===== config.mk =====
export PLATFORM = sky130hd
export DESIGN_NAME = pref_req_port
export DESIGN_NICKNAME = d
export VERILOG_FILES = /design/src/rtl/pref_req_port_pkg.sv /design/src/rtl/pref_fifo.sv /design/src/rtl/pref_req_port.sv
export SDC_FILE = /design/constraint.sdc
export NUM_CORES = 1
export LEC_CHECK = 0
export ABC_AREA = 0
export CORE_ASPECT_RATIO = 1.2
export CORE_MARGIN = 2
export CORE_UTILIZATION = 57
export CTS_CLUSTER_SIZE = 24
export DETAILED_ROUTE_END_ITERATION = 10
export PLACE_DENSITY = 0.77
export SYNTH_ARGS = -nofsm -noshare
export SYNTH_HDL_FRONTEND = slang
export SYNTH_HIERARCHICAL = 1
export SYNTH_SLANG_ARGS = --single-unit

===== constraint.sdc =====
create_clock -name clk -period 7.05 [get_ports clk]
set_clock_uncertainty 0.05 [all_clocks]
set_input_delay 1.0575 -clock clk [delete_from_list [all_inputs] [get_ports clk]]
set_output_delay 1.0575 -clock clk [all_outputs]
set_load 0.005 [all_outputs]

===== src/rtl/pref_req_port_pkg.sv =====
// Shared types for the prefetch request port: queue/track entry,
// issue FSM state and prefetch type constants.
package pref_req_port_pkg;

  // Widest address/pc the entry struct can carry.
  localparam int PREF_AW = 32;

  localparam logic PREF_TYPE_INST = 1'b0;
  localparam logic PREF_TYPE_DATA = 1'b1;

  typedef struct packed {
    logic [PREF_AW-1:0] addr;
    logic [PREF_AW-1:0] pc;
    logic               typ;
  } pref_ent_t;

  typedef enum logic {
    IDLE,
    ISSUE
  } pref_state_e;

endpackage


===== src/rtl/pref_fifo.sv =====
// Synchronous request FIFO with a per-entry address compare
// used to drop duplicate prefetch requests.
module pref_fifo
  import pref_req_port_pkg::*;
#(
  parameter int DEPTH = 4
) (
  input  logic               clk,
  input  logic               rst,
  input  logic               push,
  input  pref_ent_t          wdata,
  input  logic               pop,
  input  logic [PREF_AW-1:0] cmp_addr,
  output logic [DEPTH-1:0]   cmp_hit,
  output pref_ent_t          head,
  output pref_ent_t          head_nxt,
  output logic               empty,
  output logic               full,
  output logic               multi
);

  localparam int PW = $clog2(DEPTH);

  pref_ent_t       mem [DEPTH];
  logic [PW-1:0]   rd_q;
  logic [PW-1:0]   wr_q;
  logic [PW-1:0]   rd_n;
  logic [PW:0]     cnt_q;
  logic [PW-1:0]   off [DEPTH];

  assign rd_n     = rd_q + 1'b1;
  assign head     = mem[rd_q];
  assign head_nxt = mem[rd_n];
  assign empty    = (cnt_q == '0);
  assign full     = (cnt_q == (PW+1)'(DEPTH));
  assign multi    = (cnt_q >= (PW+1)'(2));

  // Pointers wrap naturally because DEPTH is a power of two.
  always_ff @(posedge clk) begin
    if (rst) begin
      rd_q  <= '0;
      wr_q  <= '0;
      cnt_q <= '0;
    end else begin
      if (push) wr_q <= wr_q + 1'b1;
      if (pop)  rd_q <= rd_n;
      unique case ({push, pop})
        2'b10:   cnt_q <= cnt_q + 1'b1;
        2'b01:   cnt_q <= cnt_q - 1'b1;
        default: cnt_q <= cnt_q;
      endcase
    end
  end

  // Entry storage; contents need no reset.
  always_ff @(posedge clk) begin
    if (push) mem[wr_q] <= wdata;
  end

  // An entry is live when its distance from the head is below the count.
  always_comb begin
    cmp_hit = '0;
    for (int i = 0; i < DEPTH; i++) begin
      off[i]     = PW'(i) - rd_q;
      cmp_hit[i] = ({1'b0, off[i]} < cnt_q) &&
                   (mem[i].addr == cmp_addr);
    end
  end

endmodule


===== src/rtl/pref_req_port.sv =====
// Prefetch request port: dedup/queue predictor requests, issue to L2,
// track issued lines and report unused evictions. Option: PREF_STAT_EN.
module pref_req_port
  import pref_req_port_pkg::*;
#(
  parameter int addr_width = 32,
  parameter int FIFO_DEPTH = 4,
  parameter int TRACK_N    = 4
) (
  input  logic                  clk,
  input  logic                  rst,
  input  logic                  req,
  input  logic                  naddr_valid,
  input  logic [addr_width-1:0] naddr_pdc,
  input  logic [addr_width-1:0] req_pc,
  input  logic                  req_type,
  output logic                  l2_valid,
  output logic [addr_width-1:0] l2_addr,
  output logic                  l2_type,
  input  logic                  l2_ready,
  input  logic                  ev_valid,
  input  logic [addr_width-1:0] ev_addr,
  input  logic                  ev_pref_unused,
  output logic [addr_width-1:0] anneal_addr,
  output logic [addr_width-1:0] anneal_pc,
  output logic                  anneal_unhit,
  output logic                  anneal_type
`ifdef PREF_STAT_EN
  ,
  output logic [31:0]           stat_issued,
  output logic [31:0]           stat_dropped,
  output logic [31:0]           stat_anneal
`endif
);

  localparam int TW = (TRACK_N > 1) ? $clog2(TRACK_N) : 1;

  logic                  offer;
  logic                  dup;
  logic                  accept;
  logic                  pop;
  pref_ent_t             req_ent;
  pref_ent_t             head;
  pref_ent_t             head_nxt;
  pref_ent_t             iss_q;
  pref_ent_t             iss_d;
  logic                  f_empty;
  logic                  f_full;
  logic                  f_multi;
  logic [FIFO_DEPTH-1:0] f_hit;
  pref_state_e           state_q;
  pref_state_e           state_d;

  pref_ent_t             trk [TRACK_N];
  logic [TRACK_N-1:0]    trk_v;
  logic [TRACK_N-1:0]    t_hit;
  logic [TRACK_N-1:0]    ev_hit;
  logic [TRACK_N-1:0]    wr_mask;
  logic [TW-1:0]         rr_q;
  logic [TW-1:0]         w_idx;
  logic                  free_found;
  logic                  pulse;
  logic [PREF_AW-1:0]    ev_cmp;
  pref_ent_t             ev_sel;

  assign req_ent = '{addr: PREF_AW'(naddr_pdc),
                     pc:   PREF_AW'(req_pc),
                     typ:  req_type};
  assign ev_cmp  = PREF_AW'(ev_addr);

  assign offer  = req & naddr_valid;
  assign dup    = (|f_hit) | (|t_hit);
  assign pop    = (state_q == ISSUE) & l2_ready;
  assign accept = offer & ~dup & (~f_full | pop);
  assign pulse  = ev_pref_unused & (|ev_hit);

  assign l2_valid = (state_q == ISSUE);
  assign l2_addr  = addr_width'(iss_q.addr);
  assign l2_type  = iss_q.typ;

  pref_fifo #(
    .DEPTH (FIFO_DEPTH)
  ) u_fifo (
    .clk      (clk),
    .rst      (rst),
    .push     (accept),
    .wdata    (req_ent),
    .pop      (pop),
    .cmp_addr (req_ent.addr),
    .cmp_hit  (f_hit),
    .head     (head),
    .head_nxt (head_nxt),
    .empty    (f_empty),
    .full     (f_full),
    .multi    (f_multi)
  );

  // Issue state and the held L2 request registers.
  always_ff @(posedge clk) begin
    if (rst) begin
      state_q <= IDLE;
      iss_q   <= '0;
    end else begin
      state_q <= state_d;
      iss_q   <= iss_d;
    end
  end

  // Next head after a pop comes from the FIFO, or straight from a
  // same-cycle push when the popped entry was the last one.
  always_comb begin
    state_d = state_q;
    iss_d   = iss_q;
    unique case (state_q)
      IDLE: begin
        if (!f_empty) begin
          state_d = ISSUE;
          iss_d   = head;
        end
      end
      ISSUE: begin
        if (l2_ready) begin
          if (f_multi) begin
            iss_d = head_nxt;
          end else if (accept) begin
            iss_d = req_ent;
          end else begin
            state_d = IDLE;
          end
        end
      end
      default: state_d = IDLE;
    endcase
  end

  // Tracking-table address compares for dedup and evictions.
  always_comb begin
    t_hit  = '0;
    ev_hit = '0;
    ev_sel = '0;
    for (int i = 0; i < TRACK_N; i++) begin
      t_hit[i]  = trk_v[i] && (trk[i].addr == req_ent.addr);
      ev_hit[i] = ev_valid && trk_v[i] &&
                  (trk[i].addr == ev_cmp);
      if (ev_hit[i]) ev_sel = trk[i];
    end
  end

  // Allocation: first free slot, else the round-robin victim.
  always_comb begin
    free_found = 1'b0;
    w_idx      = rr_q;
    wr_mask    = '0;
    for (int i = 0; i < TRACK_N; i++) begin
      if (!free_found && !trk_v[i]) begin
        free_found = 1'b1;
        w_idx      = TW'(i);
      end
    end
    if (pop) wr_mask[w_idx] = 1'b1;
  end

  // Valid bits: a write on the same slot beats an eviction clear.
  always_ff @(posedge clk) begin
    if (rst) begin
      trk_v <= '0;
      rr_q  <= '0;
    end else begin
      trk_v <= (trk_v & ~ev_hit) | wr_mask;
      if (pop && !free_found) begin
        rr_q <= (rr_q == TW'(TRACK_N-1)) ? '0 : rr_q + 1'b1;
      end
    end
  end

  // Table payload; validity is carried by trk_v.
  always_ff @(posedge clk) begin
    if (pop) trk[w_idx] <= iss_q;
  end

  // One-cycle anneal pulse; payload holds between pulses.
  always_ff @(posedge clk) begin
    if (rst) begin
      anneal_unhit <= 1'b0;
      anneal_addr  <= '0;
      anneal_pc    <= '0;
      anneal_type  <= PREF_TYPE_INST;
    end else begin
      anneal_unhit <= pulse;
      if (pulse) begin
        anneal_addr <= ev_addr;
        anneal_pc   <= addr_width'(ev_sel.pc);
        anneal_type <= ev_sel.typ;
      end
    end
  end

`ifdef PREF_STAT_EN
  // Saturating event counters.
  always_ff @(posedge clk) begin
    if (rst) begin
      stat_issued  <= '0;
      stat_dropped <= '0;
      stat_anneal  <= '0;
    end else begin
      if (pop && stat_issued != 32'hFFFF_FFFF)
        stat_issued <= stat_issued + 1'b1;
      if (offer && !accept && stat_dropped != 32'hFFFF_FFFF)
        stat_dropped <= stat_dropped + 1'b1;
      if (pulse && stat_anneal != 32'hFFFF_FFFF)
        stat_anneal <= stat_anneal + 1'b1;
    end
  end
`endif

endmodule


==> impl_metrics.tcl, run 1 <==
set metrics [dict create \
    status "finished clean" \
    met1_length_mm 35.9 \
    wl_per_cell_um 27.8 \
    postCtsHoldBufs 0 \
    synthXorXnorAreaFrac_pct 10.8 \
    min_period_ns 5.61 \
    grt_max_degree 113 \
    yosysTopAreaCell "edfxtp_1" \
    drc 0 \
    ir_drop_mv 0.239 \
    setup_viol 0 \
    synthDistinctLibCells 46 \
    post_dp_cell_area_um2 33600 \
    maxCapViolations 0 \
    tns_ns 0 \
    clock-sinks 667 \
    synth_most_common_cell "edfxtp_1" \
    drive_gt1_share_pct 12.1 \
    hold_depth 2 \
    rsz0062_at_grt "no" \
    finalWeightedCongestion 0.960 \
    seq_area_um2 18600 \
    path_class "in2reg" \
    p_leak_nw 11.5 \
    die_w_um 218 \
    rows 94 \
    postCtsResizedCells 0 \
    async_flop_share_pct 0 \
    cts_buffer_depth 3 \
    clock_latency_ns 0.62 \
    syn_avg_cell_area_um2 13.5 \
    worstPathRequired_ns 7.24 \
    total_power_mw 10.4 \
    core-area_um2 54700 \
    initial_utilization_pct 57.5 \
    rr_startpoint "u_fifo/rd_q[0]$_SDFFE_PP0P_" \
    top_layer "met5" \
    dieArea_um2 57100 \
    first_pass_iters 7 \
    totalWireLength_mm 89.0 \
    synth_common_cells "edfxtp_1 (520), xor2_1 (232), a21oi_1 (178)" \
    fmax_ghz 0.178 \
    crit_fanout 33 \
    antenna_found_initial 5 \
    via_count 20200 \
    slew_headroom_pct 25.5 \
    synthFlopType "edfxtp_1" \
    clock-root-buffer "clkbuf_16" \
    synth_compound_area_share_pct 6.41 \
    synth_simple_gate_area_share_pct 6.77 \
    synth-seq-cells 667 \
    htreeDepth 3 \
    fillers 3876 \
    hold_viol 0 \
    die_y_um 261 \
    final_max_slew_viol_count 0 \
    antennaDiodeCount 0 \
    syn2layout_area_growth_pct 14.1 \
    io_pins 204 \
    hold_end "anneal_pc[6]$_SDFFE_PP0P_" \
    synth_enable_flop_cells 520 \
    holdWs_ns 0.417 \
    r2r_end "u_fifo/mem[2][20]$_DFFE_PP_" \
    hp-class "reg2reg" \
    dr_wl_met2_mm 42.5 \
    cts_setup_buffers 0 \
    ys_warn_count 6 \
    tightest_slew_ns 1.12 \
    drt_iter0_markers 2247 \
    drtAntennaViolNets 0 \
    synth_mux_area_share_pct 12.4 \
    power_density_nw_per_um2 289 \
    period_share_pct 79.6 \
    crit_path_end_kind "flop" \
    dp_hpwl_mm 60.0 \
    fin_util_pct 65.6 \
    crit_arrival_ns 5.80 \
    fin_area_um2 35900 \
    synth_top_family_by_area "multiplexers" \
    numCtsBuffers 67 \
    grt_usage_pct 31.3 \
    multi_input_area_um2 11600 \
    syn_area_um2 31500 \
    synthTopCellsByArea "edfxtp_1 (50%), dfxtp_1 (9.4%), mux4_2 (9.3%)" \
    worstHoldStart "anneal_pc[6]$_SDFFE_PP0P_" \
    viasPerCell 6.33 \
    synth_nets 2443 \
    overflow 0 \
    path_clk_slew_ns 0.07 \
    synth_top_area_share_pct 49.6 \
    cp-start-kind "input port" \
    final_nets 2537 \
    ff2ff_setup_slack_ns 1.86 \
    grt_pass1_wl_mm 130 \
    syn_inst 2328 \
    port-buffer-count 203 \
    ys_seq_area_share_pct 59.0 \
    synth-adder-area-share_pct 0.461 \
    cts_tree "done" \
    dr_wl_met3_mm 7.39 \
    reg2reg_depth 13 \
    grt_pass1_vias 19800 \
]
==> registers in the layout (all words and copies together) (netlist names), named ones only <==
| register | flops |
|---|---|
| trk_v | 4 |
| anneal_pc | 32 |
| anneal_unhit | 1 |
| l2_addr | 32 |
| u_fifo/wr_q | 2 |
| l2_type | 1 |
| anneal_addr | 32 |
| u_fifo/mem | 260 |
| u_fifo/rd_q | 2 |
| u_fifo/cnt_q | 3 |
| iss_q | 32 |
| anneal_type | 1 |
| rr_q | 2 |
| l2_valid | 1 |
| trk | 260 |
==> routing by layer <==
metal	global-route usage [%]	up-vias
li1	-	8726
met2	50.0	1095
met1	43.8	10200
met3	4.65	169
met5	0	-
met4	11.7	10
==> power by group <==
part	internal, mW	total [mW]	switching [mW]
Sequential	4.63	4.99	0.365
Clock	2.09	3.62	1.54
Combinational	0.728	1.75	1.03
==> critical path, stage by stage <==
cell,delay (ns)
clkdlybuf4s50_1,1.17
xor2_1,0.21
nor4_1,0.09
nand4_1,0.13
nor4_2,0.05
nor4_1,0.49
nand3_1,0.13
a21oi_1,0.13
o21ai_0,0.15
nor3_1,0.59
and2_2,0.96
buf_4,0.61
==> final cells by class <==
class | instances | area share [%]
multi-input cells | 1394 | 32.4
well taps | 720 | 2.51
clock buffers | 100 | 5.41
clock inverters | 24 | 0.844
inverters | 51 | 0.533
repair buffers | 241 | 6.52
flip-flops and latches | 667 | 51.8
==> cell families (layout without fill, tap and decap cells) <==
group | after synthesis | after routing
fa+ha+maj | 11 | 11
buf+inv | 267 | 416
mux | 228 | 228
flops | 667 | 667
compound gates | 329 | 329
simple gates | 440 | 440
xor+xnor | 386 | 386
==> layout by cell type (no fill, tap or decap), drive strengths merged, types with 98 or more instances in the layout <==
cell type	count
xor2	233
clkbuf	100
dfxtp	147
nor2	146
xnor2	153
mux2i	98
nand2	113
a21oi	179
mux4	130
clkdlybuf4s50	202
edfxtp	520
==> how the worst max path moves through the flow <==
stage,cells past startpoint,end,slack [ns],startpoint
finish,12,u_fifo/mem[2][20]$_DFFE_PP_,1.44,naddr_pdc[9]
global route,12,u_fifo/mem[0][5]$_DFFE_PP_,1.24,naddr_pdc[9]
CTS,12,u_fifo/mem[0][18]$_DFFE_PP_,1.52,naddr_pdc[21]
detailed placement,12,u_fifo/mem[0][12]$_DFFE_PP_,0.88,naddr_pdc[21]
global placement,12,u_fifo/mem[2][17]$_DFFE_PP_,1.08,naddr_pdc[21]
floorplan,5,trk[2][0]$_DFFE_PP_,2.18,l2_ready
==> metrics by stage <==
step | cells | worst slack [ns]
finish | 3197 | 1.44
CTS | 3197 | 1.52
global placement | 3073 | 1.08
detailed placement | 3073 | 0.882
floorplan | 2328 | 2.18
global route | 3197 | 1.24
(Power assumes the default switching activity.)
==> run 2: changes to the inputs <==
--- a/config.mk
+++ b/config.mk
@@ -8,7 +8,7 @@
 export ABC_AREA = 0
 export CORE_ASPECT_RATIO = 1.2
 export CORE_MARGIN = 2
-export CORE_UTILIZATION = 57
+export CORE_UTILIZATION = 54
 export CTS_CLUSTER_SIZE = 24
 export DETAILED_ROUTE_END_ITERATION = 10
 export PLACE_DENSITY = 0.77
==> constraint.sdc (replaced) <==
create_clock -name clk -period 4.8 [get_ports clk]
set_clock_uncertainty 0.05 [all_clocks]
set_input_delay 0.72 -clock clk [delete_from_list [all_inputs] [get_ports clk]]
set_output_delay 0.72 -clock clk [all_outputs]
set_load 0.005 [all_outputs]
==> run 2 against run 1 <==
Core utilization is 1.9 points lower. Hold slack better by 0.00075 ns. Wire length is 4.5% higher. Die area is 5.5% higher. Critical path depth is 2 higher. First-iteration DRC count is 17% higher. Global-route usage is 0.33 points lower. Sequential cell count stayed put. Largest power group unchanged.
==> impl_metrics.tcl, run 2 (same netlist as run 1, synthesis figures left out) <==
set metrics [dict create \
    status "finished clean" \
    postCtsResizedCells 0 \
    die_w_um 224 \
    grt_pass1_wl_mm 134 \
    grt_pass1_vias 20100 \
    drt_iter0_markers 2629 \
    top_layer "met4" \
    initial_utilization_pct 54.8 \
    crit_arrival_ns 4.61 \
    fin_util_pct 63.7 \
    grt_usage_pct 30.9 \
    dieArea_um2 60200 \
    p_leak_nw 11.9 \
    viasPerCell 6.25 \
    power_density_nw_per_um2 416 \
    path_class "in2reg" \
    clock_latency_ns 0.62 \
    ff2ff_setup_slack_ns 0.57 \
    port-buffer-count 203 \
    total_power_mw 15.2 \
    numCtsBuffers 68 \
    io_pins 204 \
    period_share_pct 92.0 \
    crit_path_end_kind "flop" \
    holdWs_ns 0.418 \
    cts_setup_buffers 0 \
    fin_area_um2 36600 \
    via_count 20600 \
    met1_length_mm 37.6 \
    first_pass_iters 5 \
    wl_per_cell_um 28.3 \
    drive_gt1_share_pct 14.7 \
    setup_viol 0 \
    clock-sinks 667 \
    slew_headroom_pct 31.9 \
    path_clk_slew_ns 0.06 \
    cts_tree "done" \
    hp-class "reg2reg" \
    antenna_found_initial 2 \
    ir_drop_mv 0.270 \
    syn2layout_area_growth_pct 16.3 \
    pre_cts_ws_ns -0.0394 \
    maxCapViolations 0 \
    final_nets 2612 \
    fillers 4229 \
    cts_buffer_depth 3 \
    postCtsHoldBufs 0 \
    hold_viol 0 \
    core-area_um2 57400 \
    setup_ws_ns 0.385 \
    tightest_slew_ns 1.02 \
    totalWireLength_mm 93.0 \
    overflow 0 \
    fmax_ghz 0.227 \
    dr_wl_met2_mm 44.0 \
    drc 0 \
    largestRegisters "trk (260), u_fifo/mem (260)" \
    clock-root-buffer "clkbuf_16" \
    min_period_ns 4.41 \
    htreeDepth 3 \
    layout_commonest_cell "edfxtp_1" \
    rows 96 \
    dr_wl_met3_mm 8.20 \
    dp_hpwl_mm 64.7 \
    crit_fanout 65 \
    finalWeightedCongestion 0.961 \
    worstPathRequired_ns 5.00 \
    grt_max_degree 76 \
    post_dp_cell_area_um2 34400 \
    die_y_um 268 \
    final_max_slew_viol_count 0 \
    drtAntennaViolNets 0 \
    final_cell_mix "edfxtp_1 (520), xor2_1 (232), clkdlybuf4s50_1 (202)" \
    cp-start-kind "input port" \
    rsz0062_at_grt "no" \
]
run 2: cell count changes in the layout (fill, tap and decap cells not counted), moves of 2 or more:
| cell | before | now |
|---|---|---|
| clkbuf_16 | 69 | 71 |
| clkinv_8 | 2 | 0 |
| diode_2 | 0 | 3 |
| bufinv_16 | 4 | 2 |
| inv_6 | 1 | 3 |
| buf_12 | 2 | 16 |
| inv_4 | 2 | 0 |
| buf_4 | 37 | 97 |
| clkinv_2 | 8 | 14 |
| clkbuf_8 | 10 | 8 |
| clkbuf_1 | 21 | 17 |
| clkinv_1 | 3 | 7 |
run 2: worst max-delay path: stages:
cell and delay, ns:
clkdlybuf4s50_1 0.76, buf_4 0.22, xor2_1 0.38, nor4_1 0.14, nand4_1 0.14, nor4_2 0.04, nor4_1 0.52, nand3_1 0.23
a21oi_1 0.17, o21ai_0 0.14, nor3_1 0.28, buf_4 0.23, and2_2 0.17, buf_12 0.36
run 2: where the power goes:
group | total [mW] | internal, mW | switching (mW) | leakage, nW
clock network | 5.20 | 2.96 | 2.24 | 1.07
logic | 2.56 | 1.14 | 1.42 | 4.86
registers | 7.45 | 6.80 | 0.653 | 5.96
run 2: layer usage:
| layer | up-vias | GRT usage, % |
|---|---|---|
| met2 | 1149 | 49.0 |
| met1 | 10400 | 43.7 |
| met5 | - | 0 |
| met3 | 148 | 4.41 |
| li1 | 8878 | - |
| met4 | 0 | 11.8 |
run 2: final timing paths:
kind                                     from                           to  cells past startpoint
setup / recovery                naddr_pdc[22]  u_fifo/mem[2][57]$_DFFE_PP_                     14
hold / removal     anneal_pc[15]$_SDFFE_PP0P_   anneal_pc[15]$_SDFFE_PP0P_                      2
setup reg to reg  u_fifo/rd_q[1]$_SDFFE_PP0P_  u_fifo/mem[2][57]$_DFFE_PP_                     13
hold reg to reg    anneal_pc[15]$_SDFFE_PP0P_   anneal_pc[15]$_SDFFE_PP0P_                      2
run 2: area by class of cell:
cell class / count / area (um2) / area share (%)
Antenna cell: 3 / 7.51 / 0.0205
Multi-Input combinational cell: 1394 / 11600 / 31.8
Clock buffer: 96 / 1950 / 5.33
Clock inverter: 30 / 226 / 0.619
Sequential cell: 667 / 18600 / 50.8
Inverter: 51 / 191 / 0.523
Tap cell: 735 / 920 / 2.51
Timing Repair Buffer: 315 / 3070 / 8.39
run 2: through the flow:
| stage | instances | setup TNS, ns |
|---|---|---|
| 2_1_floorplan | 2328 | 0 |
| 3_3_place_gp | 3162 | -0.00316 |
| 3_5_place_dp | 3162 | -4.42 |
| 4_1_cts | 3288 | 0 |
| 5_1_grt | 3290 | 0 |
| 6_report | 3291 | 0 |
